<file path="config.mk">
export PLATFORM = sky130hd
export DESIGN_NAME = load_store_unit
export DESIGN_NICKNAME = d
export VERILOG_FILES = /design/src/rtl/load_store_unit.sv
export SDC_FILE = /design/constraint.sdc
export NUM_CORES = 1
export LEC_CHECK = 0
export ABC_CLOCK_PERIOD_IN_PS = 1900
export BUFFER_PORTS_ARGS = -buffer_cell sky130_fd_sc_hd__buf_2
export CAP_MARGIN = 20
export CORE_ASPECT_RATIO = 1.4
export CORE_MARGIN = 2
export CORE_UTILIZATION = 25
export CTS_CLUSTER_DIAMETER = 50
export DETAILED_ROUTE_END_ITERATION = 10
export GPL_ROUTABILITY_DRIVEN = 0
export MAX_ROUTING_LAYER = met4
export RECOVER_POWER = 100
export SYNTH_ARGS = -nofsm -noshare
export SYNTH_HDL_FRONTEND = slang
export SYNTH_SLANG_ARGS = --single-unit
</file>
<file path="constraint.sdc">
create_clock -name clk -period 1.9 [get_ports clk]
set_clock_uncertainty 0.1 [all_clocks]
set_input_delay 0.57 -clock clk [delete_from_list [all_inputs] [get_ports clk]]
set_output_delay 0.57 -clock clk [all_outputs]
set_load 0.01 [all_outputs]
</file>
<file path="src/rtl/load_store_unit.sv">
// load_store_unit: memory stage between EX and writeback.
// Accepts one load/store from EX, runs a single req/gnt/rvalid data-memory
// transaction and returns sign/zero-extended load data for writeback.
// Only one transaction is ever in flight; EX stalls while req_ready is low.
//
// Build option: define LSU_MISALIGN_TRAP_EN to reject misaligned halfword/word
// accesses with a one-cycle misalign pulse. Without it, misaligned accesses
// have their offending low address bits cleared and proceed normally.
//
// state | meaning
// IDLE  | ready for a new request from EX
// REQ   | dmem_req asserted, all dmem_* held until dmem_gnt
// WAIT  | load granted, waiting for dmem_rvalid

module load_store_unit #(
   parameter int XLEN = 32,
   parameter int RD_W = 5
) (
   input  logic            clk,
   input  logic            rst_n,
   input  logic            req_valid,
   output logic            req_ready,
   input  logic            req_we,
   input  logic [2:0]      req_funct3,
   input  logic [XLEN-1:0] req_addr,
   input  logic [XLEN-1:0] req_wdata,
   input  logic [RD_W-1:0] req_rd,
   output logic            dmem_req,
   output logic            dmem_we,
   output logic [XLEN-1:0] dmem_addr,
   output logic [3:0]      dmem_be,
   output logic [XLEN-1:0] dmem_wdata,
   input  logic            dmem_gnt,
   input  logic            dmem_rvalid,
   input  logic [XLEN-1:0] dmem_rdata,
   output logic            wb_valid,
   output logic [RD_W-1:0] wb_rd,
   output logic [XLEN-1:0] wb_data,
   output logic            misalign
);

   localparam logic [1:0] SZ_B = 2'd0;
   localparam logic [1:0] SZ_H = 2'd1;

   typedef enum logic [1:0] {
      IDLE = 2'd0,
      REQ  = 2'd1,
      WAIT = 2'd2
   } state_t;

   state_t state, state_nxt;

   logic            accept;
   logic            go;
   logic            trap_req;
   logic [1:0]      req_size;
   logic [1:0]      req_off;
   logic [3:0]      be_nxt;
   logic [XLEN-1:0] wdata_nxt;

   logic            we_q;
   logic            uns_q;
   logic [1:0]      size_q;
   logic [1:0]      off_q;
   logic [XLEN-1:0] addr_q;
   logic [3:0]      be_q;
   logic [XLEN-1:0] wdata_q;
   logic [RD_W-1:0] rd_q;

   logic [7:0]      ld_byte;
   logic [15:0]     ld_half;
   logic [XLEN-1:0] ld_ext;
   logic            rvalid_take;

   logic            wb_valid_q;
   logic [RD_W-1:0] wb_rd_q;
   logic [XLEN-1:0] wb_data_q;

   assign req_size = req_funct3[1:0];
   assign accept   = req_valid & req_ready;

`ifdef LSU_MISALIGN_TRAP_EN
   // halfword on an odd byte, or word off a word boundary (size 3 behaves as word)
   assign trap_req = ((req_size == SZ_H) & req_addr[0]) |
                     (req_size[1] & (req_addr[1:0] != 2'b00));
`else
   assign trap_req = 1'b0;
`endif

   // a trapped request is consumed in IDLE and never reaches the bus
   assign go = accept & ~trap_req;

   // request decode: lane offset (misaligned low bits dropped), byte enables, replicated store data
   always_comb begin
      req_off   = 2'b00;
      be_nxt    = 4'b1111;
      wdata_nxt = req_wdata;
      case (req_size)
         SZ_B: begin
            req_off   = req_addr[1:0];
            be_nxt    = 4'b0001 << req_addr[1:0];
            wdata_nxt = {4{req_wdata[7:0]}};
         end
         SZ_H: begin
            req_off   = {req_addr[1], 1'b0};
            be_nxt    = 4'b0011 << {req_addr[1], 1'b0};
            wdata_nxt = {2{req_wdata[15:0]}};
         end
         default: ;
      endcase
   end

   // state register
   always_ff @(posedge clk or negedge rst_n) begin
      if (!rst_n) state <= IDLE;
      else        state <= state_nxt;
   end

   // next-state logic
   always_comb begin
      state_nxt = state;
      case (state)
         IDLE:    if (go)          state_nxt = REQ;
         REQ:     if (dmem_gnt)    state_nxt = we_q ? IDLE : WAIT;
         WAIT:    if (dmem_rvalid) state_nxt = IDLE;
         default:                  state_nxt = IDLE;
      endcase
   end

   // state-decoded handshake outputs
   always_comb begin
      req_ready = (state == IDLE);
      dmem_req  = (state == REQ);
   end

   // capture the request on acceptance; these registers drive dmem_* and stay put until gnt
   always_ff @(posedge clk or negedge rst_n) begin
      if (!rst_n) begin
         we_q    <= 1'b0;
         uns_q   <= 1'b0;
         size_q  <= 2'b00;
         off_q   <= 2'b00;
         addr_q  <= '0;
         be_q    <= 4'b0000;
         wdata_q <= '0;
         rd_q    <= '0;
      end else if (go) begin
         we_q    <= req_we;
         uns_q   <= req_funct3[2];
         size_q  <= req_size;
         off_q   <= req_off;
         addr_q  <= {req_addr[XLEN-1:2], 2'b00};
         be_q    <= be_nxt;
         wdata_q <= wdata_nxt;
         rd_q    <= req_rd;
      end
   end

   assign dmem_we    = we_q;
   assign dmem_addr  = addr_q;
   assign dmem_be    = be_q;
   assign dmem_wdata = wdata_q;

   // load lane select and sign/zero extension from the latched offset and size
   always_comb begin
      ld_byte = dmem_rdata[7:0];
      case (off_q)
         2'd1:    ld_byte = dmem_rdata[15:8];
         2'd2:    ld_byte = dmem_rdata[23:16];
         2'd3:    ld_byte = dmem_rdata[31:24];
         default: ld_byte = dmem_rdata[7:0];
      endcase
      ld_half = off_q[1] ? dmem_rdata[31:16] : dmem_rdata[15:0];
      case (size_q)
         SZ_B:    ld_ext = {{24{ld_byte[7] & ~uns_q}}, ld_byte};
         SZ_H:    ld_ext = {{16{ld_half[15] & ~uns_q}}, ld_half};
         default: ld_ext = dmem_rdata;
      endcase
   end

   // rvalid only counts while a load is actually waiting; stray beats elsewhere are dropped
   assign rvalid_take = (state == WAIT) & dmem_rvalid;

   // writeback register: one-cycle valid pulse with the extended data
   always_ff @(posedge clk or negedge rst_n) begin
      if (!rst_n) begin
         wb_valid_q <= 1'b0;
         wb_rd_q    <= '0;
         wb_data_q  <= '0;
      end else begin
         wb_valid_q <= rvalid_take;
         if (rvalid_take) begin
            wb_rd_q   <= rd_q;
            wb_data_q <= ld_ext;
         end
      end
   end

   assign wb_valid = wb_valid_q;
   assign wb_rd    = wb_rd_q;
   assign wb_data  = wb_data_q;

`ifdef LSU_MISALIGN_TRAP_EN
   logic misalign_q;

   // misalign pulse in the cycle after a trapped request is accepted
   always_ff @(posedge clk or negedge rst_n) begin
      if (!rst_n) misalign_q <= 1'b0;
      else        misalign_q <= accept & trap_req;
   end

   assign misalign = misalign_q;
`else
   assign misalign = 1'b0;
`endif

endmodule

</file>
==> metrics.log <==
[metrics] Total Routed Length: 17.0 mm
[metrics] number of enable flip-flop cells after synthesis: 0
[metrics] top achievable clock speed: 534 MHz
[metrics] Placeable Area: 20,500 µm²
[metrics] Critical Path Start Type: register
[metrics] Worst VDD drop: 0.565 mV
[metrics] DRC violation total after the first TritonRoute iteration: 418
[metrics] Vias: 4,881
[metrics] H-tree depth reported by CTS: 4
[metrics] initial cell density of the core: 25.4%
[metrics] Lkg Pwr: 3.53 nW
[metrics] share of flip-flops with an asynchronous set or reset: 100%
[metrics] synth unique cells: 33
[metrics] fraction of power consumed by the clock network: 27.4%
[metrics] area share of the largest cell type after synthesis: 56.3%
[metrics] remaining routing DRC violations: 0
[metrics] measured slew at the worst slew-check pin: 0.734 ns
[metrics] proportion of power drawn by flip-flops and latches: 36.4%
[metrics] minimum clock period: 1.87 ns
[metrics] final std cells w/o fill: 1,071
[metrics] number of nets with antenna violations after routing: 0
[metrics] combinational power share: 36.2%
[metrics] worst setup margin: 0.0269 ns
[metrics] count of synthesis-stage warnings from yosys: 0
[metrics] share of final-layout standard cells stronger than drive strength 1: 22.0%
[metrics] Die Span X: 126 µm
[metrics] RSZ-0062 raised after global routing: true
[metrics] Rows: 62
[metrics] total iterations of the first detailed-routing run: 5
[metrics] largest net degree at the start of global routing: 68
[metrics] Post-Route Setup TNS: 0 ns
[metrics] post-synthesis sequential element count: 117
[metrics] summed instance area of the synthesized netlist: 5200 µm²
[metrics] deepest clock path buffer count: 2
[metrics] run status: finished clean
[metrics] total global-route track usage: 15.8%
[metrics] Post-CTS Setup Repair Bufs: 0
[metrics] via/cell ratio: 4.56
[metrics] largest cells by area after synthesis: sky130_fd_sc_hd__dfrtp_1 56%, sky130_fd_sc_hd__nand2_1 14%, sky130_fd_sc_hd__mux2i_1 6.4%, sky130_fd_sc_hd__a21oi_1 3.9%, sky130_fd_sc_hd__o21ai_0 3.0%
[metrics] final number of setup-violating endpoints: 0
[metrics] sequential fraction of the synthesis area: 56.3%
[metrics] relative area change from synthesis to final layout: 38.4%
[metrics] I/O pin total: 220
[metrics] largest area contributor in the netlist: sky130_fd_sc_hd__dfrtp_1
[metrics] IO buf count: 216
[metrics] dpl cells: 1,036
[metrics] reported net switching power: 4.70 mW
[metrics] clock latency of the later-clocked register in the worst-skew pair: 0.41 ns
[metrics] final instance area: 7190 µm²
[metrics] die span in y: 175 µm
[metrics] total of max-cap violations: 0
[metrics] wire length of the first global-routing pass: 26.2 mm
[metrics] fin util: 35.1%
[metrics] relative slew slack: 51.1%
[metrics] worst min-delay path category: in -> reg
[metrics] Synth Area per Inst: 9.10 µm²
[metrics] Pins Over Slew Limit: 0
[metrics] final hold violations: 0
[metrics] clock input transition at the sequential cells of the worst setup and hold paths: 0.06 ns
[metrics] total congestion overflow after global routing: 0
[metrics] Nets: 910
[metrics] Clock Root Buffer: sky130_fd_sc_hd__clkbuf_16
[metrics] Die Area: 22,000 µm²
[metrics] TritonCTS clock tree: built
[metrics] number of cells produced by synthesis: 571
[metrics] kind of end point of the critical path: output pin
[metrics] total CTS buffers: 17
[metrics] clock sink count: 117
[metrics] initial antenna violation count: 1
[metrics] arrival time reported for the critical path endpoint: 1.20 ns
[metrics] total half-perimeter wirelength after legalization and detailed placement: 12.6 mm
[metrics] crit share post-route: 98.6%
[metrics] Post-DP Area: 6790 µm²
[metrics] worst slack, placed: -0.115 ns
[metrics] Cell Int Power: 7.42 mW
[metrics] detail-routed net length per standard cell: 15.9 µm
[metrics] dominant synthesized flop cell: sky130_fd_sc_hd__dfrtp_1
[metrics] critical path type: reg -> out
[metrics] vias in the first global route: 4,717
[metrics] required time of the critical path: 1.23 ns
[metrics] switching portion of total power: 38.8%
[metrics] pwr dens: 1680 nW/µm²
[metrics] Critical Path Fanout Max: 4
worst max-delay path, cell delays in order, from the launching register on:
cell and delay, ns:
sky130_fd_sc_hd__dfrtp_1 0.41, sky130_fd_sc_hd__nor2_2 0.21, sky130_fd_sc_hd__buf_2 0.17
path summary, 6_finish.rpt:
kind	from	end	slack, ns	cells past startpoint
min reg2reg	rd_q[4]	wb_rd[4]	0.36	2
max reg2reg	off_q[1]	wb_data[30]	0.05	5
max in group asynchronous	rst_n	dmem_addr[26]	0.17	3
min in group asynchronous	rst_n	wb_data[2]	0.61	2
max	state[1]	req_ready	0.03	2
min	req_addr[9]	dmem_addr[9]	0.25	3
through the flow:
stage	hold slack (ns)	power, mW
6_report	0.248	12.1
5_1_grt	0.231	13.0
4_1_cts	0.217	12.7
3_5_place_dp	0.350	9.29
3_3_place_gp	0.350	9.19
2_1_floorplan	0.174	6.95
registers in the layout (all words and copies together), names as in the netlist:
signal      count
wb_data        32
dmem_addr      30
uns_q           1
size_q          2
wb_rd           5
dmem_we         1
off_q           2
wb_valid        1
state           2
dmem_wdata     32
dmem_be         4
rd_q            5
power by group through the flow:
stage	combinational [mW]	clock [mW]	sequential, mW
global route	4.88	3.53	4.57
floorplan	2.08	0	4.87
global placement	4.80	0	4.39
detailed placement	4.89	0	4.41
CTS	4.90	3.43	4.39
finish	4.39	3.32	4.41
synth_stat cells, types with 2 or more instances:
master,number
sky130_fd_sc_hd__a211o_1,7
sky130_fd_sc_hd__a21oi_1,41
sky130_fd_sc_hd__a2bb2oi_1,7
sky130_fd_sc_hd__a31oi_1,11
sky130_fd_sc_hd__a32oi_1,8
sky130_fd_sc_hd__and2_1,2
sky130_fd_sc_hd__buf_2,4
sky130_fd_sc_hd__buf_4,3
sky130_fd_sc_hd__clkbuf_1,33
sky130_fd_sc_hd__dfrtp_1,117
sky130_fd_sc_hd__inv_1,3
sky130_fd_sc_hd__mux2i_1,33
sky130_fd_sc_hd__nand2_1,200
sky130_fd_sc_hd__nand2b_1,5
sky130_fd_sc_hd__nand3_1,2
sky130_fd_sc_hd__nand3b_1,2
sky130_fd_sc_hd__nor2_1,40
sky130_fd_sc_hd__nor2b_1,2
sky130_fd_sc_hd__nor3_1,7
sky130_fd_sc_hd__o21ai_0,31
routing by layer:
| metal | share of wire (%) | up-vias | global-route usage (%) |
|---|---|---|---|
| li1 | - | 2356 | - |
| met1 | 42 | 2308 | 19.3 |
| met2 | 49 | 196 | 25.3 |
| met3 | 6.5 | 21 | 4.19 |
| met4 | 2.2 | 0 | 6.09 |
| met5 | 0 | - | - |
kinds of logic after synthesis:
kind of cell	synth area share, %
compound gates	12.8
buf+inv	3.78
flops	56.3
mux	6.79
other cells	0.0722
simple gates	20.2
what timing repair did:
item                                   4_1_cts  5_1_grt
hold buffers                                 1        0
endpoints found under the hold margin       19        0
gates resized for setup                      1        0
setup endpoints to repair                    1        2
cloned                                       0        0
cells in the final DEF, fill, tap and decap left out, types with 2 or more instances in the layout:
master | Yosys | routed
sky130_fd_sc_hd__clkbuf_16 | 0 | 17
sky130_fd_sc_hd__nor2_2 | 1 | 2
sky130_fd_sc_hd__conb_1 | 1 | 3
sky130_fd_sc_hd__buf_12 | 0 | 2
sky130_fd_sc_hd__nor3_1 | 7 | 7
sky130_fd_sc_hd__nor2b_1 | 2 | 2
sky130_fd_sc_hd__nand3_1 | 2 | 2
sky130_fd_sc_hd__mux2i_1 | 33 | 33
sky130_fd_sc_hd__clkinvlp_4 | 0 | 3
sky130_fd_sc_hd__diode_2 | 0 | 2
sky130_fd_sc_hd__a211o_1 | 7 | 7
sky130_fd_sc_hd__bufinv_16 | 0 | 3
sky130_fd_sc_hd__inv_1 | 3 | 3
sky130_fd_sc_hd__o21ai_0 | 31 | 32
sky130_fd_sc_hd__buf_4 | 3 | 19
sky130_fd_sc_hd__clkbuf_8 | 0 | 2
sky130_fd_sc_hd__clkbuf_4 | 0 | 5
sky130_fd_sc_hd__nor2_1 | 40 | 39
sky130_fd_sc_hd__a32oi_1 | 8 | 8
sky130_fd_sc_hd__nand2_1 | 200 | 199
sky130_fd_sc_hd__buf_2 | 4 | 110
sky130_fd_sc_hd__clkbuf_1 | 33 | 109
sky130_fd_sc_hd__a2bb2oi_1 | 7 | 7
sky130_fd_sc_hd__inv_6 | 0 | 2
sky130_fd_sc_hd__nand3b_1 | 2 | 2
sky130_fd_sc_hd__buf_6 | 1 | 2
sky130_fd_sc_hd__clkbuf_2 | 0 | 4
sky130_fd_sc_hd__clkinv_2 | 0 | 2
sky130_fd_sc_hd__a31oi_1 | 11 | 11
sky130_fd_sc_hd__a21oi_1 | 41 | 41
sky130_fd_sc_hd__dfrtp_1 | 117 | 117
sky130_fd_sc_hd__nand2b_1 | 5 | 5
area by class of cell:
cell class / instances / area (µm²)
fill: 2248 / 13300
clock inverter: 11 / 149
clock buffer: 21 / 460
inverter: 4 / 15.0
multi-input combinational: 410 / 2090
tap: 256 / 320
timing repair buffer: 250 / 1220
antenna: 2 / 5.00
sequential: 117 / 2930
(Power assumes the default switching activity.)
